**config.mk**
```make
export PLATFORM = sky130hd
export DESIGN_NAME = kbd_scan_core
export DESIGN_NICKNAME = d
export VERILOG_FILES = /design/src/rtl/kbd_scan_core.sv
export SDC_FILE = /design/constraint.sdc
export NUM_CORES = 1
export LEC_CHECK = 0
export ABC_AREA = 0
export BUFFER_PORTS_ARGS = -buffer_cell sky130_fd_sc_hd__buf_4
export CAP_MARGIN = 10
export CORE_MARGIN = 2
export CORE_UTILIZATION = 35
export DETAILED_ROUTE_END_ITERATION = 12
export PLACE_DENSITY_LB_ADDON = 0.05
export SLEW_MARGIN = 10
export SYNTH_ARGS = -nofsm -noshare
export SYNTH_HDL_FRONTEND = slang
export SYNTH_SLANG_ARGS = --single-unit
```
**constraint.sdc**
```tcl
create_clock -name clk -period 2.74 [get_ports clk]
set_clock_uncertainty 0.05 [all_clocks]
set_input_delay 0.411 -clock clk [delete_from_list [all_inputs] [get_ports clk]]
set_output_delay 0.411 -clock clk [all_outputs]
set_load 0.05 [all_outputs]
```
**src/rtl/kbd_scan_core.sv**
```systemverilog
// Keyboard matrix scanner and debouncer feeding the IRQ core.
// Walks a 64-entry scan address, tracks modifier/break lines and filters key bounce.
module kbd_scan_core #(
    parameter logic [5:0] CTRL_ADDR  = 6'h00,
    parameter logic [5:0] SHIFT_ADDR = 6'h10,
    parameter logic [5:0] BREAK_ADDR = 6'h30
) (
    input  logic       clk,
    input  logic       rst_n,
    input  logic       scanTick,
    input  logic       kbdScanEn,
    input  logic       debounceEn,
    input  logic       kr1_n,
    input  logic       kr2_n,
    output logic [5:0] kbk,
    output logic [7:0] kbcode,
    output logic       setKey,
    output logic       setBreak,
    output logic       keyDown,
    output logic       shiftDown
);

    typedef enum logic [1:0] {IDLE, CONFIRM, KEYDOWN, RELEASE} state_t;

    state_t     state_q;
    logic [5:0] kbk_q, cmp_q;
    logic [7:0] kbcode_q;
    logic       setKey_q, setBreak_q, keyDown_q;
    logic       ctrl_q, shift_q, brk_q;
    logic       visit;

    assign visit = (kbk_q == cmp_q);

    always_ff @(posedge clk or negedge rst_n) begin
        if (!rst_n) begin
            state_q    <= IDLE;
            kbk_q      <= 6'd0;
            cmp_q      <= 6'd0;
            kbcode_q   <= 8'h00;
            setKey_q   <= 1'b0;
            setBreak_q <= 1'b0;
            keyDown_q  <= 1'b0;
            ctrl_q     <= 1'b0;
            shift_q    <= 1'b0;
            brk_q      <= 1'b0;
        end else begin
            setKey_q   <= 1'b0;
            setBreak_q <= 1'b0;
            if (!kbdScanEn) begin
                state_q   <= IDLE;
                keyDown_q <= 1'b0;
                ctrl_q    <= 1'b0;
                shift_q   <= 1'b0;
                brk_q     <= 1'b0;
            end else if (scanTick) begin
                kbk_q <= kbk_q + 6'd1;
                if (kbk_q == CTRL_ADDR)  ctrl_q  <= ~kr2_n;
                if (kbk_q == SHIFT_ADDR) shift_q <= ~kr2_n;
                if (kbk_q == BREAK_ADDR) begin
                    brk_q <= ~kr2_n;
                    // Edge only: a held BREAK must not repeat every scan.
                    if (!brk_q && !kr2_n) setBreak_q <= 1'b1;
                end
                case (state_q)
                    IDLE: begin
                        if (!kr1_n) begin
                            cmp_q <= kbk_q;
                            if (debounceEn) begin
                                state_q <= CONFIRM;
                            end else begin
                                kbcode_q  <= {ctrl_q, shift_q, kbk_q};
                                setKey_q  <= 1'b1;
                                keyDown_q <= 1'b1;
                                state_q   <= KEYDOWN;
                            end
                        end
                    end
                    CONFIRM: begin
                        if (visit) begin
                            if (!kr1_n) begin
                                kbcode_q  <= {ctrl_q, shift_q, cmp_q};
                                setKey_q  <= 1'b1;
                                keyDown_q <= 1'b1;
                                state_q   <= KEYDOWN;
                            end else begin
                                state_q <= IDLE;
                            end
                        end
                    end
                    KEYDOWN: begin
                        if (visit && kr1_n) begin
                            if (debounceEn) begin
                                state_q <= RELEASE;
                            end else begin
                                state_q   <= IDLE;
                                keyDown_q <= 1'b0;
                            end
                        end
                    end
                    RELEASE: begin
                        // A press seen again here is bounce: back to KEYDOWN silently.
                        if (visit) begin
                            if (kr1_n) begin
                                state_q   <= IDLE;
                                keyDown_q <= 1'b0;
                            end else begin
                                state_q <= KEYDOWN;
                            end
                        end
                    end
                    default: state_q <= IDLE;
                endcase
            end
        end
    end

    assign kbk       = kbk_q;
    assign kbcode    = kbcode_q;
    assign setKey    = setKey_q;
    assign setBreak  = setBreak_q;
    assign keyDown   = keyDown_q;
    assign shiftDown = shift_q;

endmodule

```
==> summary.md, run 1 <==
| Metric | Value |
|---|---|
| Crit path buffers/inverters | 0 |
| Remaining global-route overflow | 0 |
| Hold Path Origin | kr2_n |
| Critical-path cell list | xnor2_2 > nand4_2 > nor3_2 > o211ai_4 > mux2_4 |
| Mapped Nets | 130 |
| Reg2Reg Capture Point | kbcode[2] |
| R2R Path Start | kbk[5] |
| Worst Path Class, Setup | reg -> reg |
| Synthesized flop and latch total | 28 |
| Cells after synthesis | about 120 |
| Final hold slack | around 0.26 ns |
| Via count | approximately 940 |
| Pin count of the biggest net entering global routing | 29 |
| Drt drc | 0 |
| Reg2Reg Depth | 5 |
| Ports | 25 |
| Number of library cell types mapped by synthesis | 33 |
| Clk slew on worst S/H paths | 0.09 ns |
| Initial antenna violation count | 0 |
| Initial drt markers | 53 |
| First-pass iteration count of the detailed router | 4 |
| Critical Path Sink Type | register |
| Peak supply drop | 0.574 mV |
| Die height | 68.5 um |
| Hold Path Stages | 2 |
| Setup_tns | 0 ns |
| Run status | finished clean |
| Slowest stage delay, CP | 0.52 ns |
| CTS max path bufs | 2 |
| FF-to-FF setup slack | roughly 0.85 ns |
| Hold endpoint | setBreak |
| DIE WIDTH | 68.5 um |
| CP required | ~2.9 ns |
| Fin crit share | 68.9% |
| GPL Wtd Cong | 0.748 |
| Routed Antenna Nets | 0 |
| DP HPWL | approximately 2000 um |
| Syn_area_per_cell | 12.0 um^2 |
| # clock sinks | 28 |
| Post-CTS Resized | 0 |
| Vias in the first global route | 966 |
| Vias per cell | 4.86 |
| CTS tree | built |
| Routed WL | between 2000 and 3000 um |
| RSZ-0062 raised after global routing | no |
| Worst skew pair latency | 0.28 ns |
| Synth-to-Final Area Change | 17.6% |
| HP Class | in -> reg |
| Crit path from | kbk[5] |
| Final Power | between 1500 and 2000 uW |
| Total Routing Usage GR | 14.1% |
| Peak Freq | 530 MHz |
| Number of setup violations in the final report | 0 |
| Cell Area, Synth | approximately 1500 um^2 |
| Post-CTS Repair Setup Buffers | 0 |
| Wirelength per Cell | approximately 15 um |
| Critical Path Fanout Max | 10 |
| Critical Path Slowest Stage Cell | dfrtp_1 |
| Clk root buf | clkbuf_8 |
| Core ar. | 4000 um^2 |
| Crit path max-delay family | flip-flops |
| First-pass GRT wire length | about 4700 um |
| Nets | 154 |
| Initial Util | 36.4% |
| Seq/Total Area, Yosys | 48.1% |
| DIE AREA | 4700 um^2 |
| Slew margin rel. | 60.8% |
| Power Density | 1070 nW/um^2 |
| Port bufs | 24 |
| Nature of the critical path startpoint | register |
| Tmin final | 1.89 ns |
| CTS Buf Count | 3 |
| CTS H-tree lvls | 1 |
| Max-Cap Viols | 0 |
| Worst Tran Pin Value | ~0.59 ns |
| Row cnt | 23 |
| Synth warnings | 0 |
| Crit path DAT | 2.01 ns |
| Final hold violations | 0 |
| Fin. max-slew vios | 0 |
| Leak | about 0.0008 uW |
| Ant. Diodes | 0 |
| Share of cells above drive strength 1 | 36.8% |
==> cell families (layout without fill, tap and decap cells) <==
kind of cell | after synthesis | count (layout) | share of synthesized area (%)
compound gates | 17 | 17 | 8.93
fa+ha+maj | 2 | 2 | 1.72
mux | 18 | 18 | 16.0
xor+xnor | 11 | 11 | 8.15
simple gates | 33 | 33 | 12.1
buf+inv | 12 | 35 | 5.06
flops | 28 | 28 | 48.1
==> area by class of cell <==
cell class | instances | area (um^2)
inverter | 6 | 22.5
tap | 50 | 62.6
clock buffer | 4 | 55.1
sequential | 28 | 701
fill | 384 | 2290
timing repair buffer | 25 | 190
multi-input combinational | 81 | 683
==> routing by layer <==
| metal | global-route usage, % | vias to the layer above | wire [um] |
|---|---|---|---|
| li1 | - | 466 | - |
| met1 | 19.2 | 454 | 1360 |
| met2 | 21.8 | 19 | 1350 |
| met3 | 3.90 | 4 | 95 |
| met4 | 4.50 | 0 | 32 |
| met5 | 0 | - | 0 |
==> Yosys cell counts <==
| cell type | instances | share of area (%) |
|---|---|---|
| a21bo_1 | 1 | 0.69 |
| a31oi_1 | 1 | 0.43 |
| and2_1 | 3 | 1.3 |
| and3_1 | 2 | 0.86 |
| and4bb_2 | 1 | 0.86 |
| buf_2 | 2 | 0.69 |
| buf_4 | 1 | 0.52 |
| buf_6 | 3 | 2.3 |
| dfrtp_1 | 28 | 48 |
| ha_1 | 2 | 1.7 |
| inv_1 | 5 | 1.3 |
| inv_2 | 1 | 0.26 |
| mux2_1 | 2 | 1.5 |
| mux2_2 | 8 | 6.2 |
| mux2_4 | 8 | 8.2 |
| nand2_1 | 11 | 2.8 |
| nand3_1 | 2 | 0.69 |
| nand4_1 | 3 | 1.3 |
| nand4_2 | 1 | 0.86 |
| nor2_1 | 5 | 1.3 |
| nor3_1 | 3 | 1.0 |
| nor3_2 | 1 | 0.69 |
| nor4_1 | 1 | 0.43 |
| o211ai_1 | 1 | 0.52 |
| o211ai_4 | 1 | 1.5 |
| o21a_1 | 4 | 2.1 |
| o21ai_0 | 6 | 2.1 |
| o21ai_1 | 1 | 0.34 |
| o31ai_1 | 1 | 0.52 |
| o31ai_2 | 1 | 0.86 |
| xnor2_1 | 7 | 4.2 |
| xnor2_2 | 3 | 3.3 |
| xor2_1 | 1 | 0.60 |
==> state kept, by name, indices dropped and copies added (netlist names) <==
| name | count |
|---|---|
| brk_q | 1 |
| cmp_q | 6 |
| ctrl_q | 1 |
| kbcode | 8 |
| kbk | 6 |
| keyDown | 1 |
| setBreak | 1 |
| setKey | 1 |
| shiftDown | 1 |
| state_q | 2 |
==> worst max path at each step <==
stage               depth (start not counted)         to
floorplan                                   6  kbcode[0]
finish                                      5  kbcode[2]
CTS                                         5  kbcode[2]
global route                                5  kbcode[2]
global placement                            5  kbcode[2]
detailed placement                          5  kbcode[4]
==> cell usage in the layout, fill, tap and decap left out, types with 3 or more instances in the layout <==
cell type / instances
xnor2_1: 7
clkbuf_8: 4
xnor2_2: 3
mux2_2: 8
buf_4: 24
and2_1: 3
o21ai_0: 6
inv_1: 5
mux2_4: 8
nor3_1: 3
nand2_1: 11
dfrtp_1: 28
nand4_1: 3
nor2_1: 5
o21a_1: 4
==> timing repair <==
item / 4_1_cts / 5_1_grt
hold buffers: 1 / 0
endpoints found under the setup margin: 0 / 0
endpoints found under the hold margin: 14 / 0
==> report_power, final <==
part	total [uW]	switching [uW]	internal, uW
combinational	866	507	360
clock	259	131	129
sequential	709	171	538
==> stage by stage <==
stage,setup slack (ns),area (um^2),std cells,util [%]
after global routing,0.736,1710,194,42.9
after global placement,0.825,1650,189,41.2
final,0.852,1710,194,42.9
after CTS,0.824,1710,194,42.9
after detailed placement,0.851,1650,189,41.2
after floorplan,0.800,1460,121,-
(Power assumes the default switching activity.)
==> run 2, diff against run 1 <==
==> constraint.sdc (replaced) <==
create_clock -name clk -period 1.75 [get_ports clk]
set_clock_uncertainty 0.05 [all_clocks]
set_input_delay 0.2625 -clock clk [delete_from_list [all_inputs] [get_ports clk]]
set_output_delay 0.2625 -clock clk [all_outputs]
set_load 0.05 [all_outputs]
==> run 2 against run 1 <==
Register-to-register slack got worse by 0.81 ns. Count of clock-buffer cells in the layout fell by 1. Global-route usage hardly changed. Critical path type unchanged.
==> summary.md, run 2 (same netlist as run 1, synthesis figures left out) <==
| Metric | Value |
|---|---|
| Most common cell after layout, fill and taps aside | buf_4 |
| CP required | 1.86 ns |
| Routed Antenna Nets | 0 |
| Nets | 167 |
| Power Density | 1700 nW/um^2 |
| First-pass iteration count of the detailed router | 4 |
| Critical Path Fanout Max | 10 |
| HP Class | in -> reg |
| CTS max path bufs | 2 |
| Commonest cells after routing, fill and taps aside | 36 x buf_4, 22 x dfrtp_1, 11 x nand2_1, 8 x mux2_2, 8 x mux2_4 |
| Fin. max-slew vios | 0 |
| Core ar. | ~4000 um^2 |
| Die height | 68.5 um |
| Max-Cap Viols | 0 |
| Vias in the first global route | 989 |
| GPL Wtd Cong | 0.831 |
| DIE AREA | 4700 um^2 |
| Worst skew pair latency | 0.27 ns |
| CTS Buf Count | 3 |
| DIE WIDTH | 68.5 um |
| Wirelength per Cell | 14.2 um |
| First-pass GRT wire length | just under 5000 um |
| Fin crit share | 97.9% |
| Final hold violations | 0 |
| Run status | finished clean |
| DP HPWL | between 2000 and 2500 um |
| DP Area | 1750 um^2 |
| Synth-to-Final Area Change | 27.7% |
| Pin count of the biggest net entering global routing | 29 |
| CTS tree | built |
| Via count | 1008 |
| Port bufs | 24 |
| Initial antenna violation count | 0 |
| Clk root buf | clkbuf_8 |
| # clock sinks | 28 |
| Peak supply drop | 0.936 mV |
| Peak Freq | just under 600 MHz |
| Hold Path Stages | 2 |
| Vias per cell | 4.87 |
| Critical Path Sink Type | register |
| Worst Tran Pin Value | 0.366 ns |
| Tmin final | ~1.7 ns |
| Ant. Diodes | 0 |
| Max reg flops | 8 |
| Row cnt | 23 |
| Total Routing Usage GR | 14.1% |
| Fillers | 388 |
| Clk slew on worst S/H paths | 0.10 ns |
| Nature of the critical path startpoint | register |
| Design Area, Final | 1860 um^2 |
| Remaining global-route overflow | 0 |
| Setup_tns | 0 ns |
| Slew margin rel. | 75.6% |
| Initial drt markers | 34 |
| Number of setup violations in the final report | 0 |
| Leak | roughly 0.00090 uW |
| Register Area | 708 um^2 |
| Routed WL | 2940 um |
| Reg2Reg Depth | 6 |
| Drt drc | 0 |
| Ports | 25 |
| Initial Util | 36.4% |
| Worst Path Class, Setup | reg -> reg |
| Crit path DAT | 1.83 ns |
| Multi-input logic area | between 600 and 700 um^2 |
| RSZ-0062 raised after global routing | yes |
| Share of cells above drive strength 1 | a little under half |
| CTS H-tree lvls | 1 |
| Final Power | 3170 uW |
## run 2: stage by stage
| step | setup WS (ns) | hold slack [ns] | util (%) | std cells |
|---|---|---|---|---|
| floorplan | -0.0711 | -0.0831 | - | 121 |
| global placement | 0.0634 | 0.153 | 43.7 | 201 |
| detailed placement | 0.00847 | 0.162 | 43.7 | 201 |
| CTS | -0.00261 | 0.118 | 45.9 | 206 |
| global route | -0.0337 | 0.115 | 46.5 | 207 |
| finish | 0.0371 | 0.124 | 46.5 | 207 |
## run 2: layout make-up
cell class / count / share of cell area (%)
Inverter: 6 / 1.21
Clock buffer: 3 / 2.22
Clock inverter: 1 / 1.61
Tap cell: 50 / 3.36
Multi-Input combinational cell: 81 / 37.4
Timing Repair Buffer: 38 / 16.1
Sequential cell: 28 / 38.0
## run 2: layer usage
metal	vias up	wire length, um	share of wire [%]	global-route usage, %
li1	489	-	-	-
met1	503	1490	51	21.4
met2	14	1340	46	20.0
met3	2	80	2.7	2.44
met4	0	25	0.85	5.25
met5	-	0	0	0
## run 2: repair_timing
| item | in CTS | in global routing |
|---|---|---|
| endpoints found under the hold margin | 28 | 0 |
| hold buffers | 1 | 0 |
| endpoints found under the setup margin | 7 | 8 |
| pin swaps | 1 | 2 |
| setup buffers | 0 | 1 |
| resized for setup | 1 | 1 |
## run 2: path summary, 6_finish.rpt
kind | end | slack (ns) | startpoint
max | kbcode[6] | 0.04 | kbk[3]
min | setBreak | 0.12 | kr2_n
max reg2reg | kbcode[6] | 0.04 | kbk[3]
min reg2reg | setBreak | 0.39 | brk_q
max in group asynchronous | kbk[3] | 0.98 | rst_n
min in group asynchronous | kbcode[6] | 0.38 | rst_n
## run 2: critical path, cell delays in order, from the launching register on
cell	delay [ns]
dfrtp_2	0.43
xnor2_2	0.19
nand4_2	0.18
nor3_4	0.18
o211ai_4	0.11
buf_12	0.16
mux2_4	0.29
## run 2: where the power goes
| group | total (uW) | internal (uW) | switching (uW) |
|---|---|---|---|
| Combinational | 1610 | 680 | 928 |
| Sequential | 1050 | 857 | 191 |
| Clock | 512 | 306 | 206 |
==> run 3, diff against run 2 <==
--- a/config.mk
+++ b/config.mk
@@ -12,6 +12,7 @@
 export CORE_UTILIZATION = 35
 export DETAILED_ROUTE_END_ITERATION = 12
 export PLACE_DENSITY_LB_ADDON = 0.05
+export SETUP_SLACK_MARGIN = 0.5
 export SLEW_MARGIN = 10
 export SYNTH_ARGS = -nofsm -noshare
 export SYNTH_HDL_FRONTEND = slang
==> run 3 against run 2 <==
Worst hold slack improved by 0.0061 ns. Critical endpoint unchanged. Largest power group unchanged. First-iteration DRC count grew 24%. Combinational power rose by 35%.
==> summary.md, run 3 (same netlist as run 1, synthesis figures left out) <==
| Metric | Value |
|---|---|
| Remaining global-route overflow | 0 |
| CTS max path bufs | 2 |
| Pin count of the biggest net entering global routing | 29 |
| Leak | 0.000988 uW |
| Most common cell after layout, fill and taps aside | buf_4 |
| Wirelength per Cell | 14.7 um |
| # clock sinks | 28 |
| Core ar. | roughly 4000 um^2 |
| CP required | 1.86 ns |
| Max reg flops | 8 |
| Worst Path Class, Setup | reg -> reg |
| Clk slew on worst S/H paths | around 0.090 ns |
| Power Density | 1700 nW/um^2 |
| Row cnt | 23 |
| Ports | 25 |
| Ant. Diodes | 0 |
| Final hold violations | 0 |
| Die height | 68.5 um |
| Port bufs | 24 |
| Slew margin rel. | 63.3% |
| Vias in the first global route | 1062 |
| HP Class | in -> reg |
| Drt drc | 0 |
| Fin. max-slew vios | 0 |
| Grt peak-use layer | met2 |
| Fin cells | 219 |
| GPL Wtd Cong | 0.764 |
| Placed cells | about 200 |
| CTS H-tree lvls | 1 |
| Max-Cap Viols | 0 |
| Peak supply drop | 0.970 mV |
| Total Routing Usage GR | between 10% and 20% |
| GR Layer Usage met3 | 1.95% |
| Critical Path Fanout Max | 5 |
| Synth-to-Final Area Change | 46.4% |
| DIE WIDTH | 68.5 um |
| Tmin final | 1.72 ns |
| Final worst slack | 0.0340 ns |
| Final core utilization | 53.4% |
| Share of cells above drive strength 1 | about three fifths |
| Peak Freq | 583 MHz |
| Number of setup violations in the final report | 0 |
| Nets | 179 |
| Fin crit share | 98.1% |
| Worst skew pair latency | around 0.27 ns |
| Setup_tns | 0 ns |
| Met2 usage | about 25% |
| Critical Path Sink Type | register |
| Clk root buf | clkbuf_8 |
| First-pass GRT wire length | 5210 um |
| Vias per cell | 4.84 |
| RSZ-0062 raised after global routing | yes |
| Routed WL | approximately 3200 um |
| Initial drt markers | 42 |
| Routed Antenna Nets | 0 |
| Run status | finished clean |
| Worst Tran Pin Value | between 0.5 and 0.6 ns |
| DIE AREA | 4700 um^2 |
| Via count | 1059 |
| Crit path DAT | ~1.8 ns |
| DP HPWL | 2160 um |
| Place WS | 0.0120 ns |
| Nature of the critical path startpoint | register |
| CTS Buf Count | 3 |
| Initial Util | between 30% and 40% |
| CTS tree | built |
| Met1 Usage GRT | 21.0% |
| Initial antenna violation count | 0 |
| First-pass iteration count of the detailed router | 4 |
| Commonest cells after routing, fill and taps aside | 30 x buf_4, 21 x dfrtp_1, 14 x mux2_4, 12 x buf_6, 9 x nand2_1 |
==> run 3: worst paths after layout <==
path                         from         end  slack (ns)  cells past startpoint
max                        kbk[3]   kbcode[6]        0.03                      5
min reg2reg                 brk_q    setBreak        0.38                      1
min                         kr2_n    setBreak        0.13                      2
max reg2reg                kbk[3]   kbcode[6]        0.03                      5
max in group asynchronous   rst_n  state_q[1]        0.97                      2
min in group asynchronous   rst_n   kbcode[3]        0.39                      2
==> run 3: per-stage QoR <==
| stage | power [uW] | cell area [um^2] | hold WS, ns |
|---|---|---|---|
| final | 3630 | 2130 | 0.130 |
| after detailed placement | 2650 | 1750 | 0.156 |
| after global placement | 2650 | 1750 | 0.155 |
| after floorplan | 2260 | 1510 | -0.0831 |
| after global routing | 3830 | 2130 | 0.119 |
| after CTS | 3370 | 1980 | 0.118 |
==> run 3: layer usage <==
| metal | up-vias | part of all wire, % |
|---|---|---|
| met5 | - | 0 |
| met4 | 0 | 0.53 |
| met3 | 2 | 3.1 |
| met2 | 15 | 50 |
| li1 | 521 | - |
| met1 | 521 | 47 |
==> run 3: cell type report <==
| type | count | area (um^2) |
|---|---|---|
| timing repair buffer | 49 | 470 |
| sequential | 28 | 709 |
| clock buffer | 4 | 55.1 |
| multi-input combinational | 82 | 810 |
| tap | 50 | 62.6 |
| inverter | 6 | 27.5 |
| fill | 366 | 1870 |
==> run 3: critical path, cell delays in order (launching register included) <==
cell	delay [ns]
dfrtp_2	0.44
xnor2_2	0.17
nand4_2	0.17
nor3_4	0.26
o211ai_4	0.18
mux2_4	0.33
==> run 3: report_power, final <==
part | leakage [uW] | switching (uW) | total (uW) | internal [uW]
registers | 0.000356 | 208 | 1070 | 859
clock network | 0.0000288 | 187 | 388 | 201
logic | 0.000603 | 1090 | 2170 | 1080
total | 0.000988 | 1490 | 3630 | 2140
==> run 3: repair_timing <==
action	in CTS	in global routing
pin swaps	4	12
setup endpoints to repair	28	31
hold endpoints to repair	28	0
cloned	1	0
setup buffers	6	10
hold buffers	1	0
gates resized for setup	24	17
